$ cat config.mk
export PLATFORM = sky130hd
export DESIGN_NAME = impl_gate_sweeper
export DESIGN_NICKNAME = d
export VERILOG_FILES = /design/src/rtl/impl_gate_sweeper.sv
export SDC_FILE = /design/constraint.sdc
export NUM_CORES = 1
export LEC_CHECK = 0
export CAP_MARGIN = 30
export CORE_MARGIN = 3
export CORE_UTILIZATION = 53
export CTS_BUF_LIST = sky130_fd_sc_hd__clkbuf_8
export CTS_CLUSTER_SIZE = 30
export DETAILED_ROUTE_END_ITERATION = 8
export PLACE_DENSITY = 0.89
export SLEW_MARGIN = 30
export SYNTH_ARGS = -nofsm -noshare
export SYNTH_HDL_FRONTEND = slang
export SYNTH_SLANG_ARGS = --single-unit
$ cat constraint.sdc
create_clock -name i_clk -period 1.9 [get_ports i_clk]
set_input_delay 0.38 -clock i_clk [delete_from_list [all_inputs] [get_ports i_clk]]
set_output_delay 0.38 -clock i_clk [all_outputs]
set_load 0.005 [all_outputs]
$ cat src/rtl/impl_gate_sweeper.sv
// Sweeps all four {a,b} vectors through an external implication gate (c = ~a | b) and checks each result.
// Latency: busy for 4*PASSES*(SETTLE_CYCLES+2) cycles after an accepted start; done/pass rise as busy falls.
// Backpressure: none; start is ignored while busy, abort returns to IDLE on the next cycle.
module impl_gate_sweeper #(
    parameter int SETTLE_CYCLES = 2,
    parameter int PASSES        = 1,
    parameter int ERR_W         = 3
) (
    input  logic             i_clk,
    input  logic             i_rst,
    input  logic             i_start,
    input  logic             i_abort,
    output logic             o_gate_a,
    output logic             o_gate_b,
    input  logic             i_gate_c,
    output logic             o_busy,
    output logic             o_done,
    output logic             o_pass,
    output logic [ERR_W-1:0] o_err_cnt,
    output logic             o_fail_valid,
    output logic [1:0]       o_fail_vec
);

    // Settle counter holds SETTLE_CYCLES-1 down to 0; pass index holds 0..PASSES-1.
    localparam int CNT_W  = (SETTLE_CYCLES > 1) ? $clog2(SETTLE_CYCLES) : 1;
    localparam int PASS_W = (PASSES > 1) ? $clog2(PASSES) : 1;

    localparam logic [CNT_W-1:0]  SETTLE_LOAD = CNT_W'((SETTLE_CYCLES > 0) ? SETTLE_CYCLES - 1 : 0);
    localparam logic [PASS_W-1:0] LAST_PASS   = PASS_W'(PASSES - 1);
    localparam logic [ERR_W-1:0]  ERR_MAX     = '1;
    localparam logic              NO_SETTLE   = (SETTLE_CYCLES == 0);

    typedef enum logic [1:0] {
        S_IDLE,
        S_APPLY,
        S_SETTLE,
        S_CHECK
    } state_t;

    state_t            state;
    logic [1:0]        vec_idx;
    logic [PASS_W-1:0] pass_idx;
    logic [CNT_W-1:0]  settle_cnt;

    logic             expected_c;
    logic             mismatch;
    logic [ERR_W-1:0] err_next;
    logic [1:0]       vec_next;
    logic             last_vec;
    logic             last_pass;

    // Check-cycle decode: expected gate response, saturating error increment, sweep position.
    always_comb begin
        expected_c = ~o_gate_a | o_gate_b;
        mismatch   = (i_gate_c != expected_c);
        err_next   = o_err_cnt;
        if (mismatch && (o_err_cnt != ERR_MAX)) begin
            err_next = o_err_cnt + ERR_W'(1);
        end
        vec_next  = vec_idx + 2'd1;
        last_vec  = (vec_idx == 2'd3);
        last_pass = (pass_idx == LAST_PASS);
    end

    // Sweep sequencer. The vector is registered onto the gate inputs on entry to APPLY,
    // so it is stable for the whole APPLY/SETTLE/CHECK window of that vector.
    always_ff @(posedge i_clk) begin
        if (i_rst) begin
            state        <= S_IDLE;
            vec_idx      <= 2'd0;
            pass_idx     <= '0;
            settle_cnt   <= '0;
            o_gate_a     <= 1'b0;
            o_gate_b     <= 1'b0;
            o_busy       <= 1'b0;
            o_done       <= 1'b0;
            o_pass       <= 1'b0;
            o_err_cnt    <= '0;
            o_fail_valid <= 1'b0;
            o_fail_vec   <= 2'b00;
        end else if (state == S_IDLE) begin
            // Abort alongside start suppresses the start; results are left untouched.
            if (i_start && !i_abort) begin
                o_done       <= 1'b0;
                o_pass       <= 1'b0;
                o_err_cnt    <= '0;
                o_fail_valid <= 1'b0;
                o_fail_vec   <= 2'b00;
                vec_idx      <= 2'd0;
                pass_idx     <= '0;
                o_gate_a     <= 1'b0;
                o_gate_b     <= 1'b0;
                o_busy       <= 1'b1;
                state        <= S_APPLY;
            end
        end else if (i_abort) begin
            // Abort preempts everything, including a completing CHECK; partial error info is kept.
            state    <= S_IDLE;
            o_busy   <= 1'b0;
            o_gate_a <= 1'b0;
            o_gate_b <= 1'b0;
            o_done   <= 1'b0;
            o_pass   <= 1'b0;
        end else begin
            case (state)
                S_APPLY: begin
                    settle_cnt <= SETTLE_LOAD;
                    state      <= NO_SETTLE ? S_CHECK : S_SETTLE;
                end
                S_SETTLE: begin
                    if (settle_cnt == '0) begin
                        state <= S_CHECK;
                    end else begin
                        settle_cnt <= settle_cnt - CNT_W'(1);
                    end
                end
                S_CHECK: begin
                    o_err_cnt <= err_next;
                    if (mismatch && !o_fail_valid) begin
                        o_fail_valid <= 1'b1;
                        o_fail_vec   <= {o_gate_a, o_gate_b};
                    end
                    if (!last_vec) begin
                        vec_idx               <= vec_next;
                        {o_gate_a, o_gate_b}  <= vec_next;
                        state                 <= S_APPLY;
                    end else if (!last_pass) begin
                        vec_idx               <= 2'd0;
                        pass_idx              <= pass_idx + PASS_W'(1);
                        {o_gate_a, o_gate_b}  <= 2'b00;
                        state                 <= S_APPLY;
                    end else begin
                        state    <= S_IDLE;
                        o_busy   <= 1'b0;
                        o_gate_a <= 1'b0;
                        o_gate_b <= 1'b0;
                        o_done   <= 1'b1;
                        o_pass   <= (err_next == '0);
                    end
                end
                default: begin
                    state <= S_IDLE;
                end
            endcase
        end
    end

endmodule

==> impl_results.md, run 1 <==
* Gr ovfl total at 0
* Register area share after synthesis at 0.354
* Largest net degree at the start of global routing at 10
* Post-DR wirelength/cell at 16.0 um
* Pre-CTS setup slack at -0.00544 ns
* Final Max Tran Viols at 0
* Die area at 2240 sq um
* Die width at 47.3 um
* Synth cell count leaders: dfxtp_1 (16), nor2_1 (10), a21oi_1 (9)
* Synth Register Bits at 16
* Critical path type: reg -> reg
* Post-CTS sizing at 0
* H-tree depth at 1
* All-layer global routing usage at 0.240
* First-pass GRT wire length at 3.67 mm
* Total CTS buffers at 3
* Final Skew at 0.000655 ns
* # IOs at 16
* Clock root cell: clkbuf_8
* Asr flop ratio synth at 0
* Pleak at 0.482 nW
* CP startpoint kind: flop
* Hold buffers post-CTS at 0
* Vias in the first global route at 860
* Gpl congestion at 0.830
* Post-layout nets at 142
* Final setup viols at 0
* Via density at 6.08
* DR iter-0 viols at 28
* MaxCap Viol Count at 0
* PD cells at 710 nW/um^2
* Postcts setup bufs at 0
* Final WS setup at 0.125 ns
* Synth Area in Adders at 0.0830
* DR vias at 888
* Area grow syn2layout at 32.6%
* Hold Crit Class: reg -> reg
* Number of flops mapped to enable cells by yosys at 0
* Port bufs at 15
* Placed insts at 142
* Initial antenna violation count at 0
* Worst Tran Pin Value at 0.397 ns
* Post-synthesis mux area share at 0.0678
* Cells after Synth at 103
* Layout cells sized above 1 at 0.162
* Syn avg cell area at 8.78 sq um
* Period minus WS final at 1.77 ns
* Compound-gate portion of the synthesized area at 0.192
* HPWL after DPL at 1.66 mm
* Area contributors post-synth: dfxtp_1 (35%), ha_1 (8.3%), mux2i_1 (5.5%)
* Synth Area in Simple Gates at 0.250
* Cell with the most instances after synthesis: dfxtp_1
* Drt first pass iters at 4
* Die Y at 47.3 um
* Max frequency at 563 MHz
* Starting Density at 0.580
* Ys flop type: dfxtp_1
* Pwr Total at 0.852 mW
* Clock Path Buffers at 2
* Post-route insts no fill at 146
* Clk sink count at 16
* Row count at 14
* Post-Syn Area at 905 sq um
* RSZ-0062 raised after global routing: false
* CP required at 2.08 ns
* Final Routed Wirelength at 2.34 mm
* Synth Net Count at 114
* CP Data Arrival Time at 1.96 ns
* Final period util at 0.934
* Max VDD drop at 664 uV
* CP Max Fanout at 5
* Antenna-violating nets left at 0
* Placed cell area at 1140 sq um
* Core area at 1560 sq um
* Max_slew headroom at 0.732
* DRC violations left at 0
* Worst-Skew Late Latency at 0.26 ns
* Post-Synth XOR/XNOR Area at 0.00968
* TritonCTS clock tree: yes
* Outcome: complete, no violations
* Yosys warnings at 0
* Crit. End Element: flop
* Final hold vios at 0
* Area share of the largest cell type after synthesis at 0.354
* Ant. Diodes at 0
* Clock-pin slew on the worst setup and hold paths at 0.06 ns
* Main combinational cell family by area after synthesis: simple AND/OR/NAND/NOR gates
* Design area at 1200 sq um
* Hold WS at 0.491 ns
* Yosys cell types at 38
* Top cell type by total area after synthesis: dfxtp_1
-- cell usage in the layout (no fill, tap or decap), types with 3 or more instances in the layout --
cell	netlist	final
a21oi_1	9	9
a31oi_1	3	3
nand2_1	3	3
nor3_1	6	6
nor2_1	10	10
buf_4	1	12
clkdlybuf4s50_1	0	15
ha_1	6	6
inv_1	5	5
a22o_1	3	3
mux2i_1	5	5
nand3_1	3	3
dfxtp_1	16	16
clkbuf_8	0	4
-- per-layer routing --
layer  wire (um)  vias up  track usage
met5           0        -            0
met4          74        0        0.160
met3          98       10       0.0613
met2        1100       27        0.385
met1        1060      421        0.279
li1            -      430            -
-- kinds of logic after synthesis --
group                    count (synthesis)
XOR/XNOR                                 1
adder cells (fa/ha/maj)                  6
flip-flops                              16
AO/OA/AOI/OAI                           25
buffers and inverters                    9
multiplexers                             6
AND/OR/NAND/NOR                         40
-- registers in the layout, summed over array words and instances, names as in the netlist --
name	cells
o_gate_a	1
o_gate_b	1
settle_cnt	1
o_busy	1
o_err_cnt	3
o_pass	1
o_done	1
o_fail_valid	1
o_fail_vec	2
vec_idx	2
state	2
-- worst paths after layout --
| path | slack [ns] | cells past startpoint | start | end |
|---|---|---|---|---|
| setup / recovery | 0.13 | 6 | state[0] | o_fail_vec[1] |
| hold / removal | 0.49 | 2 | o_busy | o_busy |
| setup reg to reg | 0.13 | 6 | state[0] | o_fail_vec[1] |
| hold reg to reg | 0.49 | 2 | o_busy | o_busy |
-- through the flow --
stage | TNS (ns) | utilization
after global placement | 0 | 0.734
after floorplan | 0 | -
after global routing | 0 | 0.770
after CTS | 0 | 0.770
final | 0 | 0.770
after detailed placement | -0.00544 | 0.734
-- layout make-up --
type                    instances  area [sq um]
multi-input cells              78           546
fillers                       104           359
flip-flops and latches         16           320
repair buffers                 27           240
clock buffers                   4          55.1
well taps                      16          20.0
inverters                       5          18.8
-- critical path: stages, from the launching register on --
cell     delay (ns)
dfxtp_1        0.39
inv_1          0.09
ha_1           0.33
nor2_2         0.15
o21ai_2        0.10
or4_1          0.47
a31oi_1        0.17
-- power by group --
part	internal (mW)	switching, mW
Clock	0.184	0.126
Combinational	0.0900	0.0921
Sequential	0.347	0.0123
Total	0.622	0.230
(Power assumes the default switching activity.)
==> run 2, diff against run 1 <==
--- a/config.mk
+++ b/config.mk
@@ -7,11 +7,12 @@
 export LEC_CHECK = 0
 export CAP_MARGIN = 30
 export CORE_MARGIN = 3
-export CORE_UTILIZATION = 53
+export CORE_UTILIZATION = 35
 export CTS_BUF_LIST = sky130_fd_sc_hd__clkbuf_8
 export CTS_CLUSTER_SIZE = 30
 export DETAILED_ROUTE_END_ITERATION = 8
-export PLACE_DENSITY = 0.89
+export PLACE_DENSITY = 0.66
+export SKIP_CTS_REPAIR_TIMING = 1
 export SLEW_MARGIN = 30
 export SYNTH_ARGS = -nofsm -noshare
 export SYNTH_HDL_FRONTEND = slang
==> run 2 against run 1 <==
  * Sequential share of layout area fell by 0.36 points
  * Wire length shrank 5.3%
  * Flip-flop and latch count stayed put
  * Clock power fell by 17%
  * Fmax increased by 3.0%
  * First-iteration DRC count shrank 61%
  * Global-route usage shrank 9.4 points
  * Design area increased by 1.4%
  * Hold slack got worse by 0.0040 ns
  * Cell count is 8.9% higher
  * Register-to-register slack gained 0.05 ns
  * Critical endpoint unchanged
  * Largest power group unchanged
==> impl_results.md, run 2 (same netlist as run 1, synthesis figures left out) <==
* Via density at 5.48 (-9.8%)
* Largest net degree at the start of global routing at 10 (unchanged)
* Port bufs at 15 (unchanged)
* Hold WS at 0.487 ns (-0.00395 ns)
* Final Max Tran Viols at 0 (unchanged)
* # IOs at 16 (unchanged)
* Die area at 3230 sq um (+44%)
* Core area at 2340 sq um (+50%)
* Pleak at 0.484 nW (+0.36%)
* Commonest non-fill, non-tap cell in the layout: dfxtp_1
* Final hold vios at 0 (unchanged)
* Ant. Diodes at 0 (unchanged)
* MaxCap Viol Count at 0 (unchanged)
* RSZ-0062 raised after global routing: false
* Gpl congestion at 0.860 (+3.6%)
* Reg2Reg Setup Slack at 0.18 ns (+0.05 ns)
* Worst Tran Pin Value at 0.329 ns (-0.0688 ns)
* DR vias at 872 (-1.8%)
* Layout cells sized above 1 at 0.176 (+0.0140)
* PD cells at 659 nW/um^2 (-7.1%)
* Drt first pass iters at 4 (unchanged)
* Hold Crit Class: reg -> reg
* Final Routed Wirelength at 2.22 mm (-5.3%)
* Starting Density at 0.387 (-0.194)
* H-tree depth at 1 (unchanged)
* Worst-Skew Late Latency at 0.25 ns (about the same)
* Max reg flops at 3 (unchanged)
* CP Data Arrival Time at 1.90 ns (-0.06 ns)
* Clock root cell: clkbuf_8
* Period minus WS final at 1.72 ns (-0.0517 ns)
* Die width at 56.8 um (+20%)
* Final Skew at 0.00140 ns (+0.000743 ns)
* Clk sink count at 16 (unchanged)
* HPWL after DPL at 1.70 mm (+3.0%)
* First-pass GRT wire length at 3.76 mm (+2.5%)
* TritonCTS clock tree: yes
* Die Y at 56.8 um (+20%)
* Outcome: complete, no violations
* Number of fill cells in the layout at 229 (+120%)
* Critical path type: reg -> reg
* Max frequency at 580 MHz (+3.0%)
* Initial antenna violation count at 0 (unchanged)
* TNS Setup at 0 ns (unchanged)
* Vias in the first global route at 818 (-4.9%)
* DR iter-0 viols at 11 (-61%)
* CP Max Fanout at 5 (unchanged)
* Max_slew headroom at 0.781 (+0.0487)
* Area grow syn2layout at 34.4%
* Largest reg by FF count: o_err_cnt
* Antenna-violating nets left at 0 (unchanged)
* All-layer global routing usage at 0.146 (-0.0941)
* Most frequent cells in the layout: dfxtp_1 (16), clkdlybuf4s50_1 (15), buf_4 (14), nor2_1 (10), a21oi_1 (9)
* CP required at 2.08 ns (about the same)
* Total CTS buffers at 3 (unchanged)
* Post-DR wirelength/cell at 13.9 um (-13%)
* Post-layout nets at 144 (+1.4%)
* Gr ovfl total at 0 (unchanged)
* CP startpoint kind: flop
* Row count at 17 (+3)
* Max VDD drop at 471 uV (-29%)
* DRC violations left at 0 (unchanged)
* Crit. End Element: flop
* Final period util at 0.907 (-0.0272)
* Clock Path Buffers at 2 (unchanged)
* Clock-pin slew on the worst setup and hold paths at 0.06 ns (about the same)
* Final setup viols at 0 (unchanged)
run 2: metrics by stage:
step                      worst slack, ns  instances  power, mW  area [sq um]  utilization
final                               0.177        159      0.802          1220        0.520
after global routing               0.0215        159      0.842          1220        0.520
after CTS                           0.133        159      0.803          1220        0.520
after detailed placement         -0.00288        156      0.549          1170        0.502
after global placement             0.0273        156      0.545          1170        0.502
after floorplan                     0.199        103      0.466           905            -
run 2: area by class of cell:
cell class | instances | area, sq um | area share
multi-input combinational | 78 | 546 | 0.449
tap | 28 | 35.0 | 0.0288
timing repair buffer | 29 | 255 | 0.210
inverter | 5 | 18.8 | 0.0154
clock buffer | 3 | 41.3 | 0.0340
sequential | 16 | 320 | 0.263
run 2: report_power, final:
group	leakage (nW)	switching, mW	total [mW]	internal, mW
sequential	0.130	0.0100	0.357	0.347
clock	0.0216	0.116	0.256	0.141
combinational	0.332	0.0942	0.188	0.0942
run 2: critical path, cell delays in order (launching register included):
cell     delay (ns)
dfxtp_1        0.39
inv_1          0.06
ha_1           0.30
nor2_2         0.14
o21ai_2        0.11
or4_1          0.48
a31oi_1        0.17
run 2: path summary, 6_finish.rpt:
path,from,end,cells past startpoint
max reg2reg,state[1],o_fail_vec[1],6
max,state[1],o_fail_vec[1],6
min reg2reg,o_fail_vec[1],o_fail_vec[1],2
min,o_fail_vec[1],o_fail_vec[1],2
run 2: per-layer routing:
layer,wire length (um),global-route usage,part of all wire
met2,956,0.218,0.43
met4,23,0.0563,0.010
met1,1120,0.202,0.50
met3,120,0.0345,0.054
met5,0,0,0
